## src/rtl/ysyx_23060061_lsu_axi.sv

```systemverilog
// ysyx_23060061_lsu_axi
// ---------------------------------------------------------------------------
// Load/store unit behind the ID/EX stage. It takes one memory request per EXU
// handshake and runs it as a single-beat AXI4-Lite read or write. It then
// returns aligned, extended load data to the WBU through a valid/ready
// handshake. Only one request is outstanding at a time.
//
// Ports
//   clk, rst                 clock; asynchronous active-low reset
//   exu_valid / lsu_ready    request handshake (lsu_ready only while idle)
//   MemRW                    01 load, 10 store, 00/11 no memory access
//   memExt                   000 lb, 001 lh, 010 lw, 100 lbu, 101 lhu (others = lw)
//   memAddr                  byte address
//   memDataW, wmask          LSB-justified store data and byte mask
//   lsu_valid / wbu_ready    result handshake towards the WBU
//   memDataR                 extended load data, 0 for stores / no-access
//   ar*, r*                  AXI4-Lite read address / read data channels
//   aw*, w*, b*              AXI4-Lite write address / data / response channels
// ---------------------------------------------------------------------------
module ysyx_23060061_lsu_axi #(
    parameter int ADDR_W = 32
) (
    input  logic              clk,
    input  logic              rst,
    // EXU side
    input  logic              exu_valid,
    output logic              lsu_ready,
    input  logic [1:0]        MemRW,
    input  logic [2:0]        memExt,
    input  logic [ADDR_W-1:0] memAddr,
    input  logic [31:0]       memDataW,
    input  logic [3:0]        wmask,
    // WBU side
    output logic              lsu_valid,
    input  logic              wbu_ready,
    output logic [31:0]       memDataR,
    // AXI4-Lite read
    output logic [ADDR_W-1:0] araddr,
    output logic              arvalid,
    input  logic              arready,
    input  logic [31:0]       rdata,
    input  logic              rvalid,
    output logic              rready,
    // AXI4-Lite write
    output logic [ADDR_W-1:0] awaddr,
    output logic              awvalid,
    input  logic              awready,
    output logic [31:0]       wdata,
    output logic [3:0]        wstrb,
    output logic              wvalid,
    input  logic              wready,
    input  logic              bvalid,
    output logic              bready
);

    typedef enum logic [2:0] {
        IDLE = 3'd0,
        AR   = 3'd1,
        R    = 3'd2,
        AW_W = 3'd3,
        B    = 3'd4,
        DONE = 3'd5
    } lsuState_t;

    lsuState_t state;

    // Latched request. The access kind (MemRW) is carried by the state
    // itself, so it is not kept as a separate register.
    logic [2:0]        reqMemExt;
    logic [ADDR_W-1:0] reqAddr;
    logic [31:0]       reqDataW;
    logic [3:0]        reqWmask;

    logic [1:0]  byteOff;
    logic [31:0] loadShifted;
    logic [31:0] loadExt;
    logic        awDone;
    logic        wDone;

    assign byteOff   = reqAddr[1:0];
    assign lsu_ready = (state == IDLE);

    // Address, data and strobe are derived from the latched request. They
    // therefore stay stable for the whole time the matching valid is high.
    assign araddr = {reqAddr[ADDR_W-1:2], 2'b00};
    assign awaddr = {reqAddr[ADDR_W-1:2], 2'b00};
    assign wdata  = reqDataW << {byteOff, 3'b000};
    // Strobe bits shifted past lane 3 fall off the 4-bit result.
    assign wstrb  = reqWmask << byteOff;

    // Move the addressed byte lane down to bit 0, then extend it.
    assign loadShifted = rdata >> {byteOff, 3'b000};

    always_comb begin
        loadExt = loadShifted;
        case (reqMemExt)
            3'b000:  loadExt = {{24{loadShifted[7]}},  loadShifted[7:0]};
            3'b001:  loadExt = {{16{loadShifted[15]}}, loadShifted[15:0]};
            3'b100:  loadExt = {24'd0, loadShifted[7:0]};
            3'b101:  loadExt = {16'd0, loadShifted[15:0]};
            default: loadExt = loadShifted;
        endcase
    end

    // A write channel counts as finished once its valid has dropped, or
    // when it completes its handshake in this cycle. This covers AW and W
    // completing in the same cycle as well as in either order.
    assign awDone = !awvalid || awready;
    assign wDone  = !wvalid  || wready;

    always_ff @(posedge clk or negedge rst) begin
        if (!rst) begin
            state     <= IDLE;
            reqMemExt <= '0;
            reqAddr   <= '0;
            reqDataW  <= '0;
            reqWmask  <= '0;
            arvalid   <= 1'b0;
            rready    <= 1'b0;
            awvalid   <= 1'b0;
            wvalid    <= 1'b0;
            bready    <= 1'b0;
            lsu_valid <= 1'b0;
            memDataR  <= '0;
        end else begin
            case (state)
                IDLE: begin
                    if (exu_valid) begin
                        reqMemExt <= memExt;
                        reqAddr   <= memAddr;
                        reqDataW  <= memDataW;
                        reqWmask  <= wmask;
                        memDataR  <= '0;
                        case (MemRW)
                            2'b01: begin
                                arvalid <= 1'b1;
                                state   <= AR;
                            end
                            2'b10: begin
                                awvalid <= 1'b1;
                                wvalid  <= 1'b1;
                                state   <= AW_W;
                            end
                            default: begin
                                lsu_valid <= 1'b1;
                                state     <= DONE;
                            end
                        endcase
                    end
                end
                AR: begin
                    if (arready) begin
                        arvalid <= 1'b0;
                        rready  <= 1'b1;
                        state   <= R;
                    end
                end
                R: begin
                    if (rvalid) begin
                        rready    <= 1'b0;
                        memDataR  <= loadExt;
                        lsu_valid <= 1'b1;
                        state     <= DONE;
                    end
                end
                AW_W: begin
                    if (awready) begin
                        awvalid <= 1'b0;
                    end
                    if (wready) begin
                        wvalid <= 1'b0;
                    end
                    if (awDone && wDone) begin
                        bready <= 1'b1;
                        state  <= B;
                    end
                end
                B: begin
                    if (bvalid) begin
                        bready    <= 1'b0;
                        memDataR  <= '0;
                        lsu_valid <= 1'b1;
                        state     <= DONE;
                    end
                end
                DONE: begin
                    if (wbu_ready) begin
                        lsu_valid <= 1'b0;
                        state     <= IDLE;
                    end
                end
                default: begin
                    state <= IDLE;
                end
            endcase
        end
    end

endmodule

```

## config.mk

```make
export PLATFORM = sky130hd
export DESIGN_NAME = ysyx_23060061_lsu_axi
export DESIGN_NICKNAME = d
export VERILOG_FILES = /design/src/rtl/ysyx_23060061_lsu_axi.sv
export SDC_FILE = /design/constraint.sdc
export NUM_CORES = 1
export LEC_CHECK = 0
export CORE_MARGIN = 4
export CORE_UTILIZATION = 40
export CTS_CLUSTER_SIZE = 25
export DETAILED_ROUTE_END_ITERATION = 8
export GPL_TIMING_DRIVEN = 0
export HOLD_SLACK_MARGIN = 0.12
export PLACE_DENSITY = 0.76
export REMOVE_ABC_BUFFERS = 1
export SLEW_MARGIN = 20
export SYNTH_ARGS = -nofsm -noshare
export SYNTH_HDL_FRONTEND = slang
export SYNTH_SLANG_ARGS = --single-unit
export TNS_END_PERCENT = 5
```

## constraint.sdc

```tcl
create_clock -name clk -period 3.4 [get_ports clk]
set_input_delay 0.68 -clock clk [delete_from_list [all_inputs] [get_ports clk]]
set_output_delay 0.68 -clock clk [all_outputs]
set_load 0.005 [all_outputs]
```

# == Word-level counts from Yosys, hierarchy flattened ==
# Index checks and enable logic that the tools add are counted.
# word_totals
romBits,0
input_bits,114
output_inout_bits,139
latchBits,0
word_cells,94
ram_bits,0
ff_bits,112
n_memories,0
# classes
magnitude_cmp,0
div,0
bitwise,0
addsub,0
shift,3
muxes,35
multipliers,0
reduce_logical,23
eq_ne,21
# op_table
op,n
one-hot mux 32 bit (4 select lines),1
2-to-1 mux 32 bit,3
one-hot mux 32 bit (3 select lines),1
<< shifter 32 x 5 -> 32 bit,1
>> shifter 32 x 5 -> 32 bit,1
2-to-1 mux 3 bit,6
!= test 2 bit (second input constant),9
one-hot mux 3 bit (6 select lines),1
2-to-1 mux 1 bit,16
AND reduction 4 bit,4
equality test 3 bit (second input constant),4
AND reduction 6 bit,2
one-hot mux 1 bit (2 select lines),5
nonzero test 2 bit,4
equality test 3 x 1 -> 1 bit (second input constant),2
equality test 3 x 2 -> 1 bit (second input constant),2
logical NOT 3 bit,2
one-hot mux 3 bit (2 select lines),1
AND reduction 3 bit,2
!= test 2 x 1 -> 1 bit (second input constant),2
one-hot mux 1 bit (4 select lines),1
nonzero test 4 bit,1
<< shifter 4 x 2 -> 4 bit,1
nonzero test 3 bit,1
7 further kinds,9

# == Longest topological paths before layout ==
# Gate-level depths: netlist of run 1.
# logic_depth
ltp_word,5
mapped_depth,7

# == Least setup slack after synthesis of run 1 ==
# No wires, ideal clock.
# synth_timing
path_kind,reg-to-output
start,register reqAddr[1]
end,output wdata[16]
n_path_buf,2
arrival_ns,1.408
path_stages_with_launch,7
setup_slack_ns,1.312
t_required_ns,2.720
path_cell_list,dfrtp_1 > clkbuf_1 > inv_1 > clkbuf_1 > nor2_1 > nand2_1 > o21ai_0
# synth_between
elab_chain_cells,1
# synth_rtl
item,line_no,rtl
from (decl),70,logic [ADDR_W-1:0] reqAddr;
from (signal assigned),130,reqAddr <= memAddr;
<< shifter 32 x 5 -> 32 bit,87,"assign wdata = reqDataW << {byteOff, 3'b000};"
to (decl),48,"output logic [31:0] wdata,"
# Every way passes these cells.

# == Worst setup path in the final report of run 1 ==
# layout_timing
start,register reqAddr[1]
end,output wdata[5]
# Same word-level chain as after synthesis.

==> out/summary.txt, run 1 <==
Overall via count from detail_route: 4,777
Via/cell ratio: 5.32
Worst skew pair latency: 350 ps
Critical path capture point type: output pin
Dpl cell area: 8220 um^2
Unrepaired setup endpoints after global routing: no
NumNets Final: 825
WP data arrival: 2500 ps
Critical path class: flop to output pin
EDFF count, synth: 0
Std cell rows: 44
Pwr Density: 923 nW/um^2
Syn-to-layout area delta: 43.1%
Netlist Area Pre-Place: 6000 um^2
Die area: 17,000 um^2
Worst setup path start: reqAddr[1]
CTS Root Cell: clkbuf_16
Vias in the first global route: 5,173
First-pass GRT wire length: 26,400 um
Largest net degree at the start of global routing: 61
FMAX: 0.315 GHz
Status: completed
Drt first pass iters: 4
Final Hold Vio Count: 0
Filler Cell Count: 1,170
CTS Sinks: 112
Critical Path RT: 2720 ps
Multi-input gate area: 2580 um^2
CP endpoint: wdata[5]
Post-route cell area: 8590 um^2
Period utilization: 93.4%
Initial antenna violation count: 0
Fraction of layout cells with a size suffix above 1: 15.3%
Mapped Cells: 538
Routed len/inst: 18.9 um
Largest fanout on the critical path: 43
Avg Inst Size Synth: 11.2 um^2
VDD IR max: 0.000525 V
Ys async rst share: 100%
DP Wirelength: 12,300 um
GRT Overall Usage: 19.7%
Initial Util: 41.1%
Pin slew with the least headroom to its limit: 785 ps
Die W: 130 um
Yosys cell types: 44
Final Util: 58.9%
Seq/Total Area, Yosys: 46.7%
Final WS setup: 225 ps
Slew headroom: 47.6%
Worst hold path class: primary input to async pin
Reg2Reg Setup Slack: 770 ps
Hold_ws: 270 ps
Slew Limit Fails: 0
YS warnings: 0
Core Area: 14,600 um^2
Worst R2R End: memDataR[26]
PortBufs: 248
Io pins: 253
Clk buf depth: 2
CTS Buf Count: 9
FF/Latch Area: 2810 um^2
TNS Setup: 0 ps
Post-synth top flop: dfrtp_1
Worst clock skew: 9.89 ps
H-tree levels: 3
CTS clk-pin slew, worst paths: 70 ps
Grt ovf: 0
CTS tree: yes
ANT nets after route: 0
Initial DRC count: 192
DRC viols: 0
Pre-CTS setup slack: -6.97 ps
Worst reg2reg path startpoint: state[2]
Fin crit period: 3180 ps
Reg2Reg Depth: 4
Drt total wl: 17,000 um
Final setup violation count: 0
CP Launch Type: flop
Die H: 130 um
GP Congestion: 0.848
#FFs+latches synth: 112
Leak: 3.59 nW
Ant diodes: 0
Max_cap viols: 0
[per-layer routing]
metal	up-vias	part of all wire, %	global-route usage [%]
met5	-	0	0
met4	0	2.1	7.20
met3	26	8.5	5.85
met2	218	48	32.5
met1	2347	41	24.5
li1	2186	-	-
[worst min path at each step]
stage / cells past startpoint / startpoint / slack [ps] / end
5_1_grt: 1 / rst / 300 / reqAddr[0]
3_5_place_dp: 1 / memDataR[13] / 480 / memDataR[13]
4_1_cts: 1 / rst / 280 / reqAddr[0]
3_3_place_gp: 1 / memDataR[23] / 480 / memDataR[23]
6_report: 1 / rst / 270 / reqWmask[1]
2_1_floorplan: 0 / rst / 380 / arvalid
[critical path, cell delays in order, from the launching register on]
cell	delay, ps
dfrtp_2	550
buf_12	250
nor2_1	590
and2_1	220
clkdlybuf4s50_1	530
[power breakdown]
group | leakage, nW | internal [mW] | switching, mW
clock network | 0.159 | 0.689 | 0.496
logic | 2.05 | 2.61 | 1.57
registers | 1.38 | 1.94 | 0.627
total | 3.59 | 5.24 | 2.69
[through the flow]
step / total power [mW] / cells
floorplan: 4.29 / 441
global placement: 6.63 / 873
detailed placement: 6.74 / 878
CTS: 8.00 / 896
global route: 8.44 / 898
finish: 7.93 / 898
[cell type report]
class                           count  share of cell area (%)
Sequential cell                   112                    32.7
Inverter                            6                   0.306
Timing Repair Buffer              257                    30.4
Clock inverter                      4                   0.889
Tap cell                          184                    2.68
Multi-Input combinational cell    323                    30.0
Clock buffer                       12                    2.99
[synth_stat cells (2+ instances only)]
cell       instances  share of area (%)
inv_1              6               0.38
o2bb2ai_1          8                1.2
nand3b_1           9                1.1
buf_2             18                1.5
a21oi_1           21                1.8
a32o_1             9                1.5
nand3_1            2               0.17
and3_1             2               0.21
a31oi_1            2               0.21
dfrtp_1          112                 47
a211oi_1           9                1.1
mux2_2            71                 13
clkbuf_1          16                1.0
buf_4             64                8.0
nor2b_1           12                1.3
a221o_1            8                1.3
nand2b_1           3               0.31
a211o_1            9                1.3
and2_1            10                1.0
nand2_1           33                2.1
ha_1               2               0.42
mux2i_1           43                7.2
o21ai_0           21                1.8
nor2_1            28                1.8
[flip-flops by register name, indices dropped and copies added, names as in the netlist, 3 cells and up]
signal and count:
memDataR 32, reqAddr 32, reqDataW 32, reqMemExt 3
reqWmask 4, state 3
[placed cells by master (no fill, tap or decap), drive strengths merged, types with 2 or more instances in the layout]
| master | instances |
|---|---|
| o21ai | 21 |
| a21oi | 21 |
| and3 | 2 |
| clkinvlp | 2 |
| conb | 4 |
| mux2i | 43 |
| inv | 5 |
| a31oi | 2 |
| nand2 | 33 |
| nand3b | 9 |
| a221o | 8 |
| buf | 10 |
| nand3 | 2 |
| and2 | 10 |
| ha | 2 |
| bufinv | 2 |
| nor2b | 12 |
| o2bb2ai | 8 |
| mux2 | 71 |
| clkdlybuf4s50 | 247 |
| dfrtp | 112 |
| clkbuf | 12 |
| a32o | 9 |
| nand2b | 3 |
| a211oi | 10 |
| nor2 | 28 |
| a211o | 9 |
[kinds of logic (layout without fill, tap and decap cells)]
group | count (synthesis) | count (layout) | share of synthesized area, %
buffers and inverters | 106 | 279 | 11.1
and+or+nand+nor | 106 | 106 | 8.96
other | 1 | 4 | 0.0625
DFF | 112 | 112 | 46.7
AOI/OAI and AO/OA | 95 | 95 | 11.7
adders and majority gates | 2 | 2 | 0.417
xor gates and xnor gates | 1 | 1 | 0.146
muxes | 115 | 115 | 20.9
[timing repair]
action,4_1_cts,5_1_grt
pin swaps,1,0
cloned,0,0
hold buffers,0,0
gates resized for setup,2,1
buffers inserted,2,2
endpoints found under the setup margin,9,8
(Power assumes the default switching activity.)
==> run 2, diff against run 1 <==
--- a/config.mk
+++ b/config.mk
@@ -5,6 +5,7 @@
 export SDC_FILE = /design/constraint.sdc
 export NUM_CORES = 1
 export LEC_CHECK = 0
+export CAP_MARGIN = 10
 export CORE_MARGIN = 4
 export CORE_UTILIZATION = 40
 export CTS_CLUSTER_SIZE = 25
==> results of run 2 <==
No change in the layout: final DEF, timing and power equal those of run 1.
==> run 3, diff against run 2 <==
--- a/config.mk
+++ b/config.mk
@@ -6,13 +6,13 @@
 export NUM_CORES = 1
 export LEC_CHECK = 0
 export CAP_MARGIN = 10
-export CORE_MARGIN = 4
-export CORE_UTILIZATION = 40
+export CORE_MARGIN = 2
+export CORE_UTILIZATION = 47
 export CTS_CLUSTER_SIZE = 25
 export DETAILED_ROUTE_END_ITERATION = 8
 export GPL_TIMING_DRIVEN = 0
 export HOLD_SLACK_MARGIN = 0.12
-export PLACE_DENSITY = 0.76
+export PLACE_DENSITY = 0.87
 export REMOVE_ABC_BUFFERS = 1
 export SLEW_MARGIN = 20
 export SYNTH_ARGS = -nofsm -noshare
==> run 3 against run 2 <==
- power down 1.6%
- die area down 20%
- utilization up 9.0 points
- register-to-register slack better by 130 ps
- largest power group unchanged
- fmax down 2.3%
- cell area down 0.64%
- first-iteration DRC count up 30%
- setup slack worse by 75 ps
- highest routed layer unchanged
- critical path depth up 3
- sequential share of layout area up 0.21 points
- worst hold slack worse by 8.7 ps
- final cell count down 1.6%
==> out/summary.txt, run 3 (synthesis gave the netlist of run 1 again) <==
Largest regs: memDataR x32, reqAddr x32, reqDataW x32
PortBufs: 248 (unchanged)
Largest net degree at the start of global routing: 68 (+11%)
Final Hold Vio Count: 0 (unchanged)
CTS Buf Count: 9 (unchanged)
Worst-path cell chain: buf_12 -> inv_1 -> nor2_4 -> buf_4 -> nand2_1 -> o21ai_0 -> clkdlybuf4s50_1
Dpl cell area: 8200 um^2 (-0.14%)
Final setup violation count: 0 (unchanged)
DP Wirelength: 11,600 um (-5.4%)
CP endpoint: wdata[16]
DRC viols: 0 (unchanged)
Pin slew with the least headroom to its limit: 763 ps (-22.4 ps)
Critical path capture point type: output pin
CTS tree: yes
Period utilization: 95.6% (+2.2 points)
First-pass GRT wire length: 24,200 um (-8.4%)
Worst setup path start: reqAddr[1]
Pre-CTS setup slack: 54.7 ps (+61.7 ps)
CTS clk-pin slew, worst paths: 70 ps (about the same)
Vias in the first global route: 4,757 (-8.0%)
Io pins: 253 (unchanged)
VDD IR max: 0.000576 V (+9.9%)
Ant diodes: 0 (unchanged)
WP buf/inv: 4 (+2)
Critical path class: flop to output pin
Reg2Reg Depth: 4 (unchanged)
Routed len/inst: 18.1 um (-4.5%)
Final WS setup: 150 ps (-75.4 ps)
Clk buf depth: 2 (unchanged)
H-tree levels: 3 (unchanged)
CTS Sinks: 112 (unchanged)
Grt ovf: 0 (unchanged)
TNS Setup: 0 ps (unchanged)
Via/cell ratio: 5.34 (+0.46%)
Most frequent cells in the layout: clkdlybuf4s50_1, dfrtp_1, mux2_2
Leak: 3.57 nW (-0.43%)
Layout Cells excl Fill: 884 (-1.6%)
Overall via count from detail_route: 4,724 (-1.1%)
Worst reg2reg path startpoint: state[2]
Initial Util: 47.8% (+6.6 points)
Status: completed
Fin crit period: 3250 ps (+75.4 ps)
Placed cells: 866 (-1.4%)
GP Congestion: 0.833 (-1.8%)
Worst clock skew: 4.65 ps (-5.24 ps)
Die area: 13,700 um^2 (-20%)
CP max-delay cell: clkdlybuf4s50_1
Die W: 117 um (-10%)
Core Area: 12,600 um^2 (-14%)
Std cell rows: 41 (-6.8%)
Worst hold path class: primary input to async pin
Slew Limit Fails: 0 (unchanged)
Syn-to-layout area delta: 42.2%
CP Launch Type: flop
WP data arrival: 2570 ps (+70 ps)
Slew headroom: 49.1% (+1.5 points)
Largest fanout on the critical path: 44 (+2.3%)
Drt first pass iters: 5 (+1)
CTS Root Cell: clkbuf_16
Reg2Reg Setup Slack: 900 ps (+130 ps)
Fraction of layout cells with a size suffix above 1: 15.0% (-0.24 points)
Critical Path RT: 2720 ps (about the same)
NumNets Final: 823 (-0.24%)
Worst R2R End: memDataR[30]
Filler Cell Count: 922 (-21%)
Worst skew pair latency: 350 ps (about the same)
Drt total wl: 16,000 um (-6.0%)
Die H: 117 um (-10%)
Hold_ws: 261 ps (-8.75 ps)
ANT nets after route: 0 (unchanged)
Most common cell after layout, fill and taps aside: clkdlybuf4s50_1
Cell family with most CP delay: buffers and inverters
GRT Overall Usage: 23.1% (+3.4 points)
FMAX: 0.308 GHz (-2.3%)
Max_cap viols: 0 (unchanged)
Crit path largest cell delay: 590 ps (about the same)
Initial antenna violation count: 0 (unchanged)
Pwr Density: 914 nW/um^2 (-0.95%)
Post-route cell area: 8530 um^2 (-0.64%)
Initial DRC count: 249 (+30%)
Number of cells on the critical path: 7 (+3)
==> run 3: cell count changes in the layout (fill, tap and decap cells not counted) <==
cell / before / now
buf_8: 0 / 1
inv_1: 5 / 6
clkinv_4: 1 / 0
clkinv_2: 0 / 2
buf_4: 4 / 2
bufinv_16: 2 / 1
clkbuf_1: 1 / 0
buf_6: 2 / 1
==> run 3: routing by layer <==
layer  up-vias  wire length [um]  GRT usage [%]  share of wire (%)
met3        20              1150           5.46                7.2
met5         -                 0              0                  0
met4         0               297           8.78                1.9
li1       2192                 -              -                  -
met1      2308              6250           27.0                 39
met2       204              8260           41.2                 52
==> run 3: how the worst min path moves through the flow <==
stage | end | slack, ps | cells after the start
4_1_cts | memDataR[0] | 260 | 1
2_1_floorplan | arvalid | 380 | 0
3_5_place_dp | memDataR[4] | 480 | 1
6_report | reqDataW[30] | 260 | 1
3_3_place_gp | memDataR[11] | 470 | 1
5_1_grt | reqDataW[4] | 290 | 1
==> run 3: metrics by stage <==
step / utilization [%] / power, mW
after floorplan: - / 4.29
after global placement: 64.2 / 6.57
after detailed placement: 65.3 / 6.71
after CTS: 67.8 / 7.85
after global routing: 67.9 / 8.29
final: 67.9 / 7.80
==> run 3: layout make-up <==
| class | instances | area (um^2) | share of cell area (%) |
|---|---|---|---|
| Sequential cell | 112 | 2810 | 32.9 |
| Tap cell | 172 | 215 | 2.52 |
| Inverter | 6 | 22.5 | 0.264 |
| Timing Repair Buffer | 255 | 2600 | 30.5 |
| Clock inverter | 5 | 55.1 | 0.645 |
| Multi-Input combinational cell | 323 | 2580 | 30.2 |
| Clock buffer | 11 | 253 | 2.96 |
==> run 3: worst register-to-register path, stage by stage (launching register included) <==
cell and delay, ps:
dfrtp_1 580, nand4bb_1 570, or3_4 490, a211oi_4 560
a221o_1 220
==> run 3: what timing repair did <==
action                                  CTS  global route
endpoints found under the hold margin     0             0
endpoints found under the setup margin    9             8
pin swaps                                 0             1
resized for setup                         2             0
hold buffers                              0             0
setup buffers                             0             2
cloned                                    0             0
==> run 3: power breakdown <==
part | internal, mW | switching, mW
logic | 2.60 | 1.55
registers | 1.94 | 0.627
clock network | 0.609 | 0.474
